`src/rtl/bnn_infer_sequencer.sv`:
```
// rtl/bnn_infer_sequencer.sv - weight-load, image-launch and result-handoff sequencer for the binarized CNN datapath
module bnn_infer_sequencer #(
  parameter int C1_OUT  = 18,
  parameter int C1_IN   = 5,
  parameter int C2_OUT  = 60,
  parameter int FC_OUT  = 10,
  parameter int FC_IN   = 960,
  parameter int TIMEOUT = 4096
) (
  input  logic        clk,
  input  logic        rst_n,
  input  logic        cfg_start,
  input  logic        cfg_valid,
  output logic        cfg_ready,
  input  logic [24:0] cfg_data,
  output logic [1:0]  kernel_layer,
  output logic [1:0]  offset_layer,
  output logic [24:0] wr_kernel,
  output logic [8:0]  wr_number,
  output logic [4:0]  addr18,
  output logic [2:0]  addr5,
  output logic [3:0]  addr10,
  output logic [5:0]  addr60,
  output logic [9:0]  addr960,
  output logic        loaded,
  input  logic        img_valid,
  output logic        img_ready,
  output logic        eng_start,
  input  logic        eng_done,
  input  logic [3:0]  eng_class,
  output logic        res_valid,
  input  logic        res_ready,
  output logic [3:0]  res_class,
  output logic        timeout_err
);

  localparam int TW = (TIMEOUT > 1) ? $clog2(TIMEOUT) : 1;

  typedef enum logic [3:0] {
    ST_IDLE, ST_LD_K1, ST_LD_B1, ST_LD_K2, ST_LD_B2,
    ST_LD_FCW, ST_LD_FCM, ST_READY, ST_RUN, ST_RESULT
  } state_t;

  state_t        state_q, state_d;
  logic [5:0]    outer_q, outer_d;
  logic [9:0]    inner_q, inner_d;
  logic [TW-1:0] run_cnt_q, run_cnt_d;
  logic          cfg_ready_q, cfg_ready_d;
  logic [1:0]    kernel_layer_q, kernel_layer_d;
  logic [1:0]    offset_layer_q, offset_layer_d;
  logic [24:0]   wr_kernel_q, wr_kernel_d;
  logic [8:0]    wr_number_q, wr_number_d;
  logic [4:0]    addr18_q, addr18_d;
  logic [2:0]    addr5_q, addr5_d;
  logic [3:0]    addr10_q, addr10_d;
  logic [5:0]    addr60_q, addr60_d;
  logic [9:0]    addr960_q, addr960_d;
  logic          loaded_q, loaded_d;
  logic          img_ready_q, img_ready_d;
  logic          eng_start_q, eng_start_d;
  logic          res_valid_q, res_valid_d;
  logic [3:0]    res_class_q, res_class_d;
  logic          timeout_err_q, timeout_err_d;

  logic          accept;
  logic          start_load;
  logic [5:0]    outer_last;
  logic [9:0]    inner_last;
  state_t        phase_next;

  // Loop bounds of the current load phase; single-index phases keep inner at 0.
  always_comb begin
    outer_last = '0;
    inner_last = '0;
    phase_next = ST_IDLE;
    case (state_q)
      ST_LD_K1:  begin outer_last = 6'(C1_OUT - 1); inner_last = 10'(C1_IN - 1);  phase_next = ST_LD_B1;  end
      ST_LD_B1:  begin outer_last = 6'(C1_OUT - 1);                               phase_next = ST_LD_K2;  end
      ST_LD_K2:  begin outer_last = 6'(C2_OUT - 1); inner_last = 10'(C1_OUT - 1); phase_next = ST_LD_B2;  end
      ST_LD_B2:  begin outer_last = 6'(C2_OUT - 1);                               phase_next = ST_LD_FCW; end
      ST_LD_FCW: begin outer_last = 6'(FC_OUT - 1); inner_last = 10'(FC_IN - 1);  phase_next = ST_LD_FCM; end
      ST_LD_FCM: begin outer_last = 6'(FC_OUT - 1);                               phase_next = ST_READY;  end
      default: ;
    endcase
  end

  always_comb begin
    state_d        = state_q;
    outer_d        = outer_q;
    inner_d        = inner_q;
    run_cnt_d      = run_cnt_q;
    kernel_layer_d = 2'd0;
    offset_layer_d = 2'd0;
    wr_kernel_d    = wr_kernel_q;
    wr_number_d    = wr_number_q;
    addr18_d       = addr18_q;
    addr5_d        = addr5_q;
    addr10_d       = addr10_q;
    addr60_d       = addr60_q;
    addr960_d      = addr960_q;
    loaded_d       = loaded_q;
    eng_start_d    = 1'b0;
    res_valid_d    = res_valid_q;
    res_class_d    = res_class_q;
    timeout_err_d  = timeout_err_q;

    accept     = cfg_valid && cfg_ready_q;
    start_load = cfg_start && (state_q == ST_IDLE || state_q == ST_READY);

    if (start_load) begin
      state_d       = ST_LD_K1;
      outer_d       = '0;
      inner_d       = '0;
      run_cnt_d     = '0;
      loaded_d      = 1'b0;
      timeout_err_d = 1'b0;
    end else begin
      case (state_q)
        ST_IDLE: ;
        ST_READY: begin
          if (img_valid) begin
            eng_start_d = 1'b1;
            run_cnt_d   = '0;
            state_d     = ST_RUN;
          end
        end
        ST_RUN: begin
          if (eng_done) begin
            res_class_d = eng_class;
            res_valid_d = 1'b1;
            state_d     = ST_RESULT;
          end else if (run_cnt_q == TW'(TIMEOUT - 1)) begin
            timeout_err_d = 1'b1;
            state_d       = ST_READY;
          end else begin
            run_cnt_d = run_cnt_q + 1'b1;
          end
        end
        ST_RESULT: begin
          if (res_ready) begin
            res_valid_d = 1'b0;
            state_d     = ST_READY;
          end
        end
        default: begin
          if (accept) begin
            case (state_q)
              ST_LD_K1: begin
                kernel_layer_d = 2'd1;
                addr18_d       = outer_q[4:0];
                addr5_d        = inner_q[2:0];
                wr_kernel_d    = cfg_data;
              end
              ST_LD_B1: begin
                offset_layer_d = 2'd1;
                addr18_d       = outer_q[4:0];
                wr_number_d    = {2'b00, cfg_data[6:0]};
              end
              ST_LD_K2: begin
                kernel_layer_d = 2'd2;
                addr60_d       = outer_q;
                addr18_d       = inner_q[4:0];
                wr_kernel_d    = cfg_data;
              end
              ST_LD_B2: begin
                offset_layer_d = 2'd2;
                addr60_d       = outer_q;
                wr_number_d    = cfg_data[8:0];
              end
              ST_LD_FCW: begin
                kernel_layer_d = 2'd3;
                addr10_d       = outer_q[3:0];
                addr960_d      = inner_q;
                wr_number_d    = {8'd0, cfg_data[0]};
              end
              ST_LD_FCM: begin
                offset_layer_d = 2'd3;
                addr10_d       = outer_q[3:0];
                wr_number_d    = {1'b0, cfg_data[7:0]};
              end
              default: ;
            endcase

            // Inner index runs fastest; the phase ends on its final word.
            if (inner_q == inner_last) begin
              inner_d = '0;
              if (outer_q == outer_last) begin
                outer_d = '0;
                state_d = phase_next;
                if (phase_next == ST_READY) loaded_d = 1'b1;
              end else begin
                outer_d = outer_q + 6'd1;
              end
            end else begin
              inner_d = inner_q + 10'd1;
            end
          end
        end
      endcase
    end

    cfg_ready_d = (state_d == ST_LD_K1) || (state_d == ST_LD_B1) || (state_d == ST_LD_K2) ||
                  (state_d == ST_LD_B2) || (state_d == ST_LD_FCW) || (state_d == ST_LD_FCM);
    img_ready_d = (state_d == ST_READY);
  end

  always_ff @(posedge clk or negedge rst_n) begin
    if (!rst_n) begin
      state_q        <= ST_IDLE;
      outer_q        <= '0;
      inner_q        <= '0;
      run_cnt_q      <= '0;
      cfg_ready_q    <= 1'b0;
      kernel_layer_q <= 2'd0;
      offset_layer_q <= 2'd0;
      wr_kernel_q    <= '0;
      wr_number_q    <= '0;
      addr18_q       <= '0;
      addr5_q        <= '0;
      addr10_q       <= '0;
      addr60_q       <= '0;
      addr960_q      <= '0;
      loaded_q       <= 1'b0;
      img_ready_q    <= 1'b0;
      eng_start_q    <= 1'b0;
      res_valid_q    <= 1'b0;
      res_class_q    <= '0;
      timeout_err_q  <= 1'b0;
    end else begin
      state_q        <= state_d;
      outer_q        <= outer_d;
      inner_q        <= inner_d;
      run_cnt_q      <= run_cnt_d;
      cfg_ready_q    <= cfg_ready_d;
      kernel_layer_q <= kernel_layer_d;
      offset_layer_q <= offset_layer_d;
      wr_kernel_q    <= wr_kernel_d;
      wr_number_q    <= wr_number_d;
      addr18_q       <= addr18_d;
      addr5_q        <= addr5_d;
      addr10_q       <= addr10_d;
      addr60_q       <= addr60_d;
      addr960_q      <= addr960_d;
      loaded_q       <= loaded_d;
      img_ready_q    <= img_ready_d;
      eng_start_q    <= eng_start_d;
      res_valid_q    <= res_valid_d;
      res_class_q    <= res_class_d;
      timeout_err_q  <= timeout_err_d;
    end
  end

  assign cfg_ready    = cfg_ready_q;
  assign kernel_layer = kernel_layer_q;
  assign offset_layer = offset_layer_q;
  assign wr_kernel    = wr_kernel_q;
  assign wr_number    = wr_number_q;
  assign addr18       = addr18_q;
  assign addr5        = addr5_q;
  assign addr10       = addr10_q;
  assign addr60       = addr60_q;
  assign addr960      = addr960_q;
  assign loaded       = loaded_q;
  assign img_ready    = img_ready_q;
  assign eng_start    = eng_start_q;
  assign res_valid    = res_valid_q;
  assign res_class    = res_class_q;
  assign timeout_err  = timeout_err_q;

endmodule

```
`config.mk`:
```
export PLATFORM = sky130hd
export DESIGN_NAME = bnn_infer_sequencer
export DESIGN_NICKNAME = d
export VERILOG_FILES = /design/src/rtl/bnn_infer_sequencer.sv
export SDC_FILE = /design/constraint.sdc
export NUM_CORES = 1
export LEC_CHECK = 0
export BUFFER_PORTS_ARGS = -buffer_cell sky130_fd_sc_hd__clkbuf_2
export CAP_MARGIN = 40
export CELL_PAD_IN_SITES_DETAIL_PLACEMENT = 1
export CELL_PAD_IN_SITES_GLOBAL_PLACEMENT = 1
export CORE_ASPECT_RATIO = 0.8
export CORE_UTILIZATION = 42
export CTS_CLUSTER_DIAMETER = 100
export DETAILED_ROUTE_END_ITERATION = 8
export PLACE_DENSITY_LB_ADDON = 0.1
export SLEW_MARGIN = 10
export SYNTH_ARGS = -nofsm -noshare
export SYNTH_HDL_FRONTEND = slang
export SYNTH_SLANG_ARGS = --single-unit
```
`constraint.sdc`:
```
create_clock -name clk -period 2.75 [get_ports clk]
set_input_delay 0.1375 -clock clk [delete_from_list [all_inputs] [get_ports clk]]
set_output_delay 0.1375 -clock clk [all_outputs]
set_load 0.05 [all_outputs]
```
==> results.cfg <==
[pwr]
clkPwrFrac_pct = 44.0
comb_power_share_pct = 3.3
power_mw = 3.04
power.leakage_nw = 3.14
p_sw_share_pct = 22.6
ir_drop_uv = 271
p_int_mw = 2.35
p_seq_share_pct = 52.7
power_density_nw_per_um2 = 465
power.switching_mw = 0.687

[timing]
fin_ws_ns = 0.0890
finalHoldViolCount = 0
finalHoldWorstSlack_ns = 0.0108
fin_skew_ns = 0.00917
drv_slew = 0
rsz0062_at_grt = yes
final-setup-viol-count = 0
fmax_mhz = 376
relSlewSlack_pct = 48.8
period_share_pct = 96.8
fin_crit_ns = 2.66
tightest_slew_ns = 0.760

[synthesis]
synth_top_area_share_pct = 51.4
synth_warnings = 0
synth_common_cells = dfrtp_1 (108), mux2_2 (53), nand2_1 (51)
async_reset_ff_share_pct = 100
yosysSeqAreaShare_pct = 51.4
synth-edff-count = 0
synth.net_count = 543
ys_seq_elements = 108
synth_top_area_cell = dfrtp_1
synth_cell_types = 63
synth_area_leaders = dfrtp_1 (51%), mux2_2 (11%), o21ai_0 (4.7%)
yosysMostFrequentCell = dfrtp_1
syn_avg_cell_area_sq_um = 10.4
syn_inst = 504
ys.flop_type = dfrtp_1
synth_area_sq_um = 5260

[floorplan]
die_area_sq_um = 13000
placementRows = 36
start_util_pct = 43.1
core_sq_um = 12200
ios = 112
die_y_um = 102
die_width_um = 127

[route]
wl_per_cell_um = 17.5
drc = 0
drtAntennaViolNets = 0
viasPerCell = 5.48
routed_wl_mm = 14.1
first_pass_iters = 4
drt_iter0_markers = 277
num_vias = 4409

[clock_network]
cts-root-buf = clkbuf_16
clk_pin_slew_ns = 0.08
post_cts_buffers = 0
htreeDepth = 3
cts_buffers = 9
clock_latency_ns = 0.35
clockBufferDepth = 2
cts_tree = built
cts.sinks = 108

[global_routing]
antenna_found_initial = 0
grt-ovfl-total = 0
grt_pass1_vias = 4454
grt_start_max_net_pins = 57
grt_use_total_pct = 22.9
grt_pass1_wl_mm = 22.9

[final_layout]
area_growth_pct = 24.1
diodes = 0
num-fill-cells = 1377
drive_above_1_share_pct = 36.8
nets = 668

[job]
drv_cap = 0

[run_status]
status = completed

[critical_path]
cp-end-kind = flip-flop
crit_required_ns = 2.98
critPathMaxFanout = 9
arrival_ns = 2.89
path_class = reg2reg
crit_path_start_kind = flip-flop

[place]
gp_congestion = 0.878
hpwlAfterDp_mm = 10.4
preCtsSetupSlack_ns = 0.0881
port_buffers = 111

[min_path]
min_path_type = in2reg
==> cell families after synthesis <==
logic type | share of synthesized area, %
mux | 12.5
buf+inv | 3.09
simple gates | 17.5
xor+xnor | 2.16
fa+ha+maj | 0.713
flops | 51.4
compound gates | 12.7
==> placed cells by master (no fill, tap or decap), types with 2 or more instances in the layout <==
cell type      instances
buf_4                 31
a211oi_1               4
clkbuf_16              9
o2111ai_2              2
nor2_1                38
and2_1                 2
o22ai_1                7
nor3_1                13
nor3_2                 3
nand2_1               51
nand3b_1               2
o21ai_0               49
o21ai_1                2
nand2b_1              10
a31oi_1                6
a211oi_2               2
dlygate4sd3_1          2
and3_1                10
dfrtp_1              107
nand3_1               11
ha_1                   2
a21oi_1                6
inv_1                  8
nor2b_1                7
nand4_1               11
xor2_1                 9
o32a_1                 3
a21boi_1               2
mux2i_1                6
nor3b_1                5
mux2_2                53
or4_1                  3
nor4_1                 3
a221o_1                2
clkbuf_2             110
xnor2_1                4
inv_8                  2
==> final cells by class <==
type                    count  area [sq um]  area share, %
flip-flops and latches    108          2700           41.4
multi-input cells         358          2450           37.6
repair buffers            144           823           12.6
clock buffers               9           225           3.45
well taps                 171           214           3.28
clock inverters             7          82.6           1.26
inverters                   8          30.0          0.460
==> power by group through the flow <==
stage / registers, mW / logic (mW) / clock network (mW)
2_1_floorplan: 1.63 / 0.0231 / 0
3_3_place_gp: 1.63 / 0.0959 / 0
3_5_place_dp: 1.63 / 0.0996 / 0
4_1_cts: 1.60 / 0.103 / 1.38
5_1_grt: 1.60 / 0.115 / 1.43
6_report: 1.60 / 0.0999 / 1.34
==> per-layer routing <==
metal | global-route usage (%) | vias to the layer above | wire, um
li1 | - | 2066 | -
met4 | 6.32 | 0 | 155
met3 | 5.03 | 13 | 768
met1 | 31.2 | 2216 | 6510
met2 | 37.2 | 114 | 6700
met5 | 0 | - | 0
==> flip-flops by register name, indices dropped and copies added (netlist names) <==
name	count
addr10	4
eng_start	1
wr_number	9
addr5	3
offset_layer	2
kernel_layer	2
res_valid	1
addr60	6
res_class	4
loaded	1
outer_q	6
timeout_err	1
wr_kernel	25
cfg_ready	1
inner_q	10
addr960	10
state_q	4
img_ready	1
run_cnt_q	12
addr18	5
==> final timing paths <==
path | start | to | slack (ns) | depth (start not counted)
worst max-delay path | state_q[3]$_DFF_PN0_ | cfg_ready$_DFF_PN0_ | 0.09 | 8
worst min-delay path | cfg_data[13] | wr_kernel[13]$_DFFE_PN0P_ | 0.01 | 2
worst max register to register | state_q[3]$_DFF_PN0_ | cfg_ready$_DFF_PN0_ | 0.09 | 8
worst min register to register | addr5[1]$_DFFE_PN0P_ | addr5[1]$_DFFE_PN0P_ | 0.49 | 2
max in group asynchronous | rst_n | state_q[0]$_DFF_PN0_ | 1.61 | 3
min in group asynchronous | rst_n | addr60[3]$_DFFE_PN0P_ | 0.38 | 2
==> per-stage QoR <==
stage	instances	setup TNS (ns)	instance area (sq um)	util, %
finish	805	0	6530	53.5
global route	805	-0.0225	6530	53.5
CTS	805	0	6480	53.1
detailed placement	787	0	6150	50.4
global placement	787	0	6150	50.4
floorplan	504	0	5260	-
==> worst max-delay path: stages, from the launching register on <==
cell and delay [ns]:
dfrtp_1 0.49, buf_4 0.21, nor4bb_1 0.31, o21ai_0 0.18, a21boi_1 0.24, o2111ai_2 0.27, nor2_1 0.30, a211oi_1 0.17
a2111oi_1 0.38
==> what timing repair did <==
item	in CTS	in global routing
hold buffers	2	0
hold endpoints to repair	53	0
endpoints found under the setup margin	0	8
gates resized for setup	0	10
Note: power is estimated with default switching activity, not from simulation.
